==> config.mk <==
export PLATFORM = sky130hd
export DESIGN_NAME = phase_weight_loader
export DESIGN_NICKNAME = d
export VERILOG_FILES = /design/src/rtl/phase_weight_pkg.sv /design/src/rtl/phase_weight_loader_weight_bank.sv /design/src/rtl/phase_weight_loader.sv
export SDC_FILE = /design/constraint.sdc
export NUM_CORES = 1
export LEC_CHECK = 0
export CAP_MARGIN = 10
export CORE_ASPECT_RATIO = 0.9
export CORE_MARGIN = 1
export CORE_UTILIZATION = 46
export CTS_CLUSTER_DIAMETER = 100
export DETAILED_ROUTE_END_ITERATION = 8
export PLACE_DENSITY = 0.74
export SLEW_MARGIN = 20
export SYNTH_ARGS = -nofsm -noshare
export SYNTH_HDL_FRONTEND = slang
export SYNTH_SLANG_ARGS = --single-unit
==> constraint.sdc <==
create_clock -name clock -period 1.2 [get_ports clock]
set_input_delay 0.12 -clock clock [delete_from_list [all_inputs] [get_ports clock]]
set_output_delay 0.12 -clock clock [all_outputs]
set_load 0.05 [all_outputs]
==> src/rtl/phase_weight_pkg.sv <==
// Shared definitions for the phase-shifter weight loader.
//   state_t      : loader FSM encoding (IDLE / LOAD / PENDING)
//   ADDR_*       : config-port word addresses
//   DEF_W_WIDTH  : default weight word width
//   addr_onehot  : one-hot decode of a config address
package phase_weight_pkg;

  localparam int DEF_W_WIDTH = 5;
  localparam int NUM_W       = 4;

  typedef enum logic [1:0] {
    IDLE    = 2'd0,
    LOAD    = 2'd1,
    PENDING = 2'd2
  } state_t;

  localparam logic [1:0] ADDR_COS_1 = 2'd0;
  localparam logic [1:0] ADDR_SIN_1 = 2'd1;
  localparam logic [1:0] ADDR_COS_2 = 2'd2;
  localparam logic [1:0] ADDR_SIN_2 = 2'd3;

  function automatic logic [NUM_W-1:0] addr_onehot(input logic [1:0] addr);
    return NUM_W'(1) << addr;
  endfunction

endpackage

==> src/rtl/phase_weight_loader_weight_bank.sv <==
// weight_bank: 4-entry x W_WIDTH register file, per-entry write enable,
// all entries read in parallel.
//   clock   : clock
//   reset   : synchronous active-low reset, loads RST_VAL
//   wr_en   : per-entry write enable
//   wr_data : per-entry write data
//   rd_data : registered contents of every entry
module weight_bank
  import phase_weight_pkg::*;
#(
  parameter int                              W_WIDTH = DEF_W_WIDTH,
  parameter logic [NUM_W-1:0][W_WIDTH-1:0]   RST_VAL = '0
) (
  input  logic                              clock,
  input  logic                              reset,
  input  logic [NUM_W-1:0]                  wr_en,
  input  logic [NUM_W-1:0][W_WIDTH-1:0]     wr_data,
  output logic [NUM_W-1:0][W_WIDTH-1:0]     rd_data
);

  always_ff @(posedge clock) begin
    for (int i = 0; i < NUM_W; i++) begin
      if (!reset)        rd_data[i] <= RST_VAL[i];
      else if (wr_en[i]) rd_data[i] <= wr_data[i];
    end
  end

endmodule

==> src/rtl/phase_weight_loader.sv <==
// phase_weight_loader: collects four weight words over a valid/ready config
// port into a shadow bank, then commits them atomically to the active bank on
// a frame_sync strobe, so the phase shifter never sees a partial or mid-frame
// weight update.
//   clock, reset         : clock, synchronous active-low reset
//   cfg_valid/cfg_ready  : config handshake; cfg_addr selects the weight,
//                          cfg_data is the signed word
//   cfg_abort            : drop the partially/fully loaded shadow, back to IDLE
//   frame_sync           : frame-boundary strobe; commits when all 4 loaded
//   w_cos_1..w_sin_2     : active weights (registered)
//   commit_p             : 1-cycle pulse aligned with new weights on outputs
// Optional status (macro PHASE_WEIGHT_STATUS_EN):
//   commit_cnt           : 8-bit wrapping commit counter
//   overrun              : sticky, frame_sync seen while still loading
module phase_weight_loader
  import phase_weight_pkg::*;
#(
  parameter int                         W_WIDTH   = DEF_W_WIDTH,
  parameter logic signed [W_WIDTH-1:0]  RST_COS_1 = '0,
  parameter logic signed [W_WIDTH-1:0]  RST_COS_2 = '0
) (
  input  logic                       clock,
  input  logic                       reset,
  input  logic                       cfg_valid,
  output logic                       cfg_ready,
  input  logic [1:0]                 cfg_addr,
  input  logic signed [W_WIDTH-1:0]  cfg_data,
  input  logic                       cfg_abort,
  input  logic                       frame_sync,
  output logic signed [W_WIDTH-1:0]  w_cos_1,
  output logic signed [W_WIDTH-1:0]  w_sin_1,
  output logic signed [W_WIDTH-1:0]  w_cos_2,
  output logic signed [W_WIDTH-1:0]  w_sin_2,
`ifdef PHASE_WEIGHT_STATUS_EN
  output logic [7:0]                 commit_cnt,
  output logic                       overrun,
`endif
  output logic                       commit_p
);

  // Entry order in the packed banks follows the config address map.
  localparam logic [NUM_W-1:0][W_WIDTH-1:0] ACT_RST =
    {W_WIDTH'(0), RST_COS_2, W_WIDTH'(0), RST_COS_1};

  state_t                         state, state_nxt;
  logic [NUM_W-1:0]               mask, mask_nxt;
  logic                           xfer, commit;
  logic [NUM_W-1:0]               sh_wr_en;
  logic [NUM_W-1:0][W_WIDTH-1:0]  sh_q, act_q;

  // Ready is forced low while reset is asserted, not just after it.
  assign cfg_ready = reset && (state != PENDING);
  // Abort wins over a simultaneous transfer: the shadow is left as it was.
  assign xfer      = cfg_valid && cfg_ready && !cfg_abort;
  assign commit    = (state == PENDING) && frame_sync && !cfg_abort;
  assign sh_wr_en  = xfer ? addr_onehot(cfg_addr) : '0;

  always_comb begin
    state_nxt = state;
    mask_nxt  = mask;
    if (cfg_abort) begin
      state_nxt = IDLE;
      mask_nxt  = '0;
    end else begin
      case (state)
        IDLE, LOAD: begin
          if (xfer) begin
            mask_nxt  = mask | addr_onehot(cfg_addr);
            state_nxt = (&mask_nxt) ? PENDING : LOAD;
          end
        end
        PENDING: begin
          if (frame_sync) begin
            state_nxt = IDLE;
            mask_nxt  = '0;
          end
        end
        default: begin
          state_nxt = IDLE;
          mask_nxt  = '0;
        end
      endcase
    end
  end

  always_ff @(posedge clock) begin
    if (!reset) begin
      state    <= IDLE;
      mask     <= '0;
      commit_p <= 1'b0;
    end else begin
      state    <= state_nxt;
      mask     <= mask_nxt;
      commit_p <= commit;
    end
  end

  weight_bank #(.W_WIDTH(W_WIDTH), .RST_VAL('0)) u_shadow (
    .clock   (clock),
    .reset   (reset),
    .wr_en   (sh_wr_en),
    .wr_data ({NUM_W{cfg_data}}),
    .rd_data (sh_q)
  );

  weight_bank #(.W_WIDTH(W_WIDTH), .RST_VAL(ACT_RST)) u_active (
    .clock   (clock),
    .reset   (reset),
    .wr_en   ({NUM_W{commit}}),
    .wr_data (sh_q),
    .rd_data (act_q)
  );

  assign w_cos_1 = act_q[ADDR_COS_1];
  assign w_sin_1 = act_q[ADDR_SIN_1];
  assign w_cos_2 = act_q[ADDR_COS_2];
  assign w_sin_2 = act_q[ADDR_SIN_2];

`ifdef PHASE_WEIGHT_STATUS_EN
  always_ff @(posedge clock) begin
    if (!reset) begin
      commit_cnt <= '0;
      overrun    <= 1'b0;
    end else begin
      if (commit) commit_cnt <= commit_cnt + 8'd1;
      if (cfg_abort)                             overrun <= 1'b0;
      else if (frame_sync && (state == LOAD))    overrun <= 1'b1;
    end
  end
`endif

endmodule
Word-level counts from Yosys, hierarchy flattened
Cells that the tools add are included.
Operators by class
  add/subtract/negate cells: 0
  multiply operators: 0
  div/mod/pow operators: 0
  order comparisons: 0
  equality and inequality tests: 5
  shift-type cells: 1
  multiplexer cells: 8
  bitwise operators: 2
  reductions and logical operators: 11
Operators with widths (number)
  $mux W4: 3
  $pmux W4 S2: 1
  $mux W2: 3
  $ne A2 B2 Y1 const B: 3
  $logic_and A1 B1 Y1: 5
  $or A4 B4 Y4: 1
  $pmux W2 S2: 1
  $reduce_and A4 Y1: 1
  $reduce_or A2 Y1: 2
  $shl A1 B2 Y4 const A: 1
  $eq A2 B1 Y1 const B: 1
  $eq A2 B2 Y1 const B: 1
  $logic_not A2 Y1: 1
  $reduce_and A2 Y1: 1
  $logic_not A1 Y1: 1
  $not A1 Y1: 1
Storage, ports and cells
  register bits: 47
  latch bits: 0
  RAM bits: 0
  memory bits (read-only): 0
  input port bits: 12
  output and inout bits: 22
  word-level logic and storage cells: 38
  memories kept: 0

Longest topological paths before layout
  depth after elaboration: 6
  gate-level depth with buffers: 6
  depth with buffers taken out: 4

By module
From an unflattened synthesis, not the netlist that was laid out.
Unflattened totals
  cell total of the unflattened synthesis: 178
  area, all modules: 1945.6 um2
Modules (own cells, without submodules)
  weight_bank: instances 2, cells an instance 66, area each 780.7 um2, seq. area each 400.4 um2
  phase_weight_loader: instances 1, cells an instance 46, area each 384.1 um2, seq. area each 140.1 um2

Least setup slack after synthesis
OpenSTA, ideal clock, no wires.
  kind: reg2reg
  from: reg state[1]
  to: reg u_shadow.rd_data[6] in the netlist's numbering
  setup time: 0.137 ns
  arrival time: 1.105 ns
  data required time: 1.063 ns
  slack: -0.043 ns
  stages on the path, launching flop included: 5
  buffers on the path: 1
  period minus slack after synthesis: 1.243 ns
  cells stage by stage: dfxtp_1 nor2b_4 buf_6 nor4b_4 o21ai_0
On the way
  cells in the longest elaborated chain, start to end: 5
RTL lines
  start: declaration: RTL line phase_weight_loader.sv:45  | state_t state, state_nxt;
  start signal: assignment: RTL line phase_weight_loader.sv:92  | state <= state_nxt;
  $ne A2 B2 Y1: RTL line phase_weight_loader.sv:52  | assign cfg_ready = reset && (state != PENDING);
  $logic_and A1 B1 Y1: RTL line phase_weight_loader.sv:52
  $logic_and A1 B1 Y1 (2 in a row): RTL line phase_weight_loader.sv:54  | assign xfer = cfg_valid && cfg_ready && !cfg_abort;
  $mux W4: RTL line phase_weight_loader.sv:56  | assign sh_wr_en = xfer ? addr_onehot(cfg_addr) : '0;
  end signal: indexed assignment: RTL line phase_weight_loader_weight_bank.sv:23  | if (!reset) rd_data[i] <= RST_VAL[i];
  end signal: indexed assignment: RTL line phase_weight_loader_weight_bank.sv:24  | else if (wr_en[i]) rd_data[i] <= wr_data[i];
  end: declaration: RTL line phase_weight_loader_weight_bank.sv:18  | output logic [NUM_W-1:0][W_WIDTH-1:0] rd_data
Every way passes these cells.
A chain may end at the register's enable or synchronous reset.

Worst setup path in the final report
  from: reg state[1]
  to: out cfg_ready
On the way
  cells in the longest elaborated chain, start to end: 2
RTL lines
  $ne A2 B2 Y1: RTL line phase_weight_loader.sv:52
  $logic_and A1 B1 Y1: RTL line phase_weight_loader.sv:52
  end: declaration: RTL line phase_weight_loader.sv:25  | output logic cfg_ready,
Every way passes these cells.

==> impl_metrics.env <==
export IMPL_cts_root_buf="clkbuf_8"
export IMPL_grt_max_degree=30
export IMPL_drive_gt1_frac=0.234
export IMPL_setup_tns_ns=-3.98
export IMPL_whs_path_depth=4
export IMPL_syn_area_per_cell_um2=8.56
export IMPL_leakage_nw=1.00
export IMPL_placed_cells=302
export IMPL_dieArea_mm2=0.00439
export IMPL_status="finished, violations left"
export IMPL_grt_total_usage=0.198
export IMPL_max_clock_path_buffers=2
export IMPL_drc_errors=0
export IMPL_synth_top_area_cell="dfxtp_1"
export IMPL_setup_viol=42
export IMPL_fin_ws_ns=-0.204
export IMPL_io_pins=34
export IMPL_critPathMaxFanout=2
export IMPL_final_util=0.717
export IMPL_vias=1686
export IMPL_relSlewSlack=0.767
export IMPL_crit_required_ns=1.08
export IMPL_rows=21
export IMPL_dieHeight_um=63.0
export IMPL_crit_arrival_ns=1.28
export IMPL_final_cells=315
export IMPL_grt_pass1_vias=1522
export IMPL_gp_congestion=0.830
export IMPL_synthCells=222
export IMPL_wire_per_inst_um=13.4
export IMPL_cts_tree="yes"
export IMPL_synth_ff_type="dfxtp_1"
export IMPL_drt_iter0_markers=121
export IMPL_min_period_over_period=1.17
export IMPL_hold_viol_final=0
export IMPL_grt_overflow=0
export IMPL_finalPower_mw=2.98
export IMPL_fin_nets=280
export IMPL_slowest_stage="dfxtp_2"
export IMPL_portBuffers=33
export IMPL_violations="negative setup slack"
export IMPL_yosys_warnings=0
export IMPL_max_stage_delay_ns=0.35
export IMPL_initial_utilization=0.495
export IMPL_drt_first_pass_iters=4
export IMPL_synth_distinct_cells=30
export IMPL_antenna_found_initial=0
export IMPL_synth_top_cell_area_share=0.495
export IMPL_cp_top_family="simple AND/OR/NAND/NOR gates"
export IMPL_synth_top_cells_by_count="nand2_1, dfxtp_1, a21boi_1, o21ai_0, o21ai_1"
export IMPL_synth_seq_area_share=0.495
export IMPL_clk_pin_slew_ns=0.09
export IMPL_syn_cell_area_mm2=0.00190
export IMPL_die_w_um=69.8
export IMPL_core_area_mm2=0.00384
export IMPL_pre_cts_ws_ns=-0.397
export IMPL_min_path_type="input port to flop"
export IMPL_cts_sinks=47
export IMPL_fmax_mhz=712
export IMPL_path_class="flop to output pin"
export IMPL_drv_slew=0
export IMPL_reg2reg_depth=6
export IMPL_startpoint_type="flop"
export IMPL_hpwlAfterDp_um=2700
export IMPL_placed_cell_area_mm2=0.00255
export IMPL_cp_cell_sequence="nor2b_4 > buf_6 > and2b_1 > buf_12"
export IMPL_hold_ws_ns=0.398
export IMPL_grt_pass1_wl_um=6890
export IMPL_worst_path_buf_inv=2
export IMPL_synth_most_common_cell="nand2_1"
export IMPL_routed_wl_um=4230
export IMPL_clkLatencyLatePin_ns=0.31
export IMPL_syn_num_nets=234
export IMPL_worst_path_stages=4
export IMPL_async_reset_ff_frac=0
export IMPL_ant_nets=0
export IMPL_antennaDiodeCount=0
export IMPL_rsz0062_at_grt="yes"
export IMPL_end_kind="output pin"
export IMPL_postLayoutCellArea_mm2=0.00275
export IMPL_via_per_inst=5.35
export IMPL_p_per_area_mw_per_mm2=1080
export IMPL_synth_seq_cells=47
export IMPL_worstMarginPinSlew_ns=0.348
export IMPL_synth_edf_count=0
export IMPL_maxCapViolCount=0
export IMPL_h_tree_depth=2
export IMPL_cts_buffers_inserted=5
export IMPL_peakVddDrop_mv=0.665
export IMPL_area_growth_pct=44.8
export IMPL_fin_skew_ns=0.00704
export IMPL_ys_top_cells_by_area="dfxtp_1, nand2_1, a21boi_1, buf_6, o21ai_0"
export IMPL_fin_crit_ns=1.40
final cells by class:
| cell class | count | area (um2) |
|---|---|---|
| fillers | 280 | 1080 |
| flip-flops and latches | 47 | 948 |
| multi-input cells | 160 | 895 |
| repair buffers | 52 | 727 |
| clock buffers | 5 | 68.8 |
| well taps | 46 | 57.6 |
| clock inverters | 3 | 47.5 |
| inverters | 2 | 7.51 |
power by group:
part / switching (mW) / total [mW] / internal, mW
logic: 0.0977 / 0.193 / 0.0951
clock network: 0.570 / 1.20 / 0.632
registers: 0.0122 / 1.59 / 1.57
layout by cell type, fill, tap and decap left out, types with 2 or more instances in the layout:
cell type	n
and4bb_2	2
nor2_1	7
and2b_1	2
o21ai_0	6
nor2b_1	2
buf_4	14
a22oi_1	2
clkdlybuf4s50_1	9
o21ai_1	16
nand4b_1	2
dlygate4sd2_1	2
dfxtp_1	43
nand3_1	5
nand2_1	78
a21boi_1	19
a32oi_1	2
dfxtp_2	3
nor4b_4	2
nand4_1	2
inv_1	2
and4bb_4	2
clkbuf_8	5
buf_12	24
buf_6	3
timing repair:
action,in CTS,in global routing
endpoints found under the setup margin,43,44
gates cloned,1,2
gates resized for setup,11,6
setup buffers,2,0
hold buffers,0,0
pin swaps,3,5
worst reg2reg max path, cell delays in order (launching register included):
cell and delay (ns):
dfxtp_2 0.35, nor2b_4 0.17, buf_4 0.19, and3b_2 0.22
buf_12 0.15, nand2_1 0.07, a21boi_1 0.13
layer usage:
metal  up-vias  global-route usage  wire (um)
li1        835                   -          -
met5         -                   0          0
met4         0              0.0900         66
met2        45               0.326       2090
met1       796               0.250       1870
met3        10              0.0387        200
worst paths after layout:
path / startpoint / endpoint / slack (ns)
worst min-delay path: cfg_addr[1] / mask[1] / 0.40
worst max register to register: state[1] / u_active.rd_data[9] / -0.15
worst min register to register: u_shadow.rd_data[17] / u_active.rd_data[17] / 0.45
worst max-delay path: state[1] / cfg_ready / -0.20
flip-flops by register name, summed over array words and instances, names as in the netlist:
signal / cells
u_active.rd_data: 20
u_shadow.rd_data: 20
mask: 4
state: 2
commit_p: 1
cells by family after synthesis:
group	share of synthesized area
flip-flops	0.495
buffers and inverters	0.0586
AND/OR/NAND/NOR	0.280
AO/OA/AOI/OAI	0.166
Note: power is estimated with default switching activity, not from simulation.
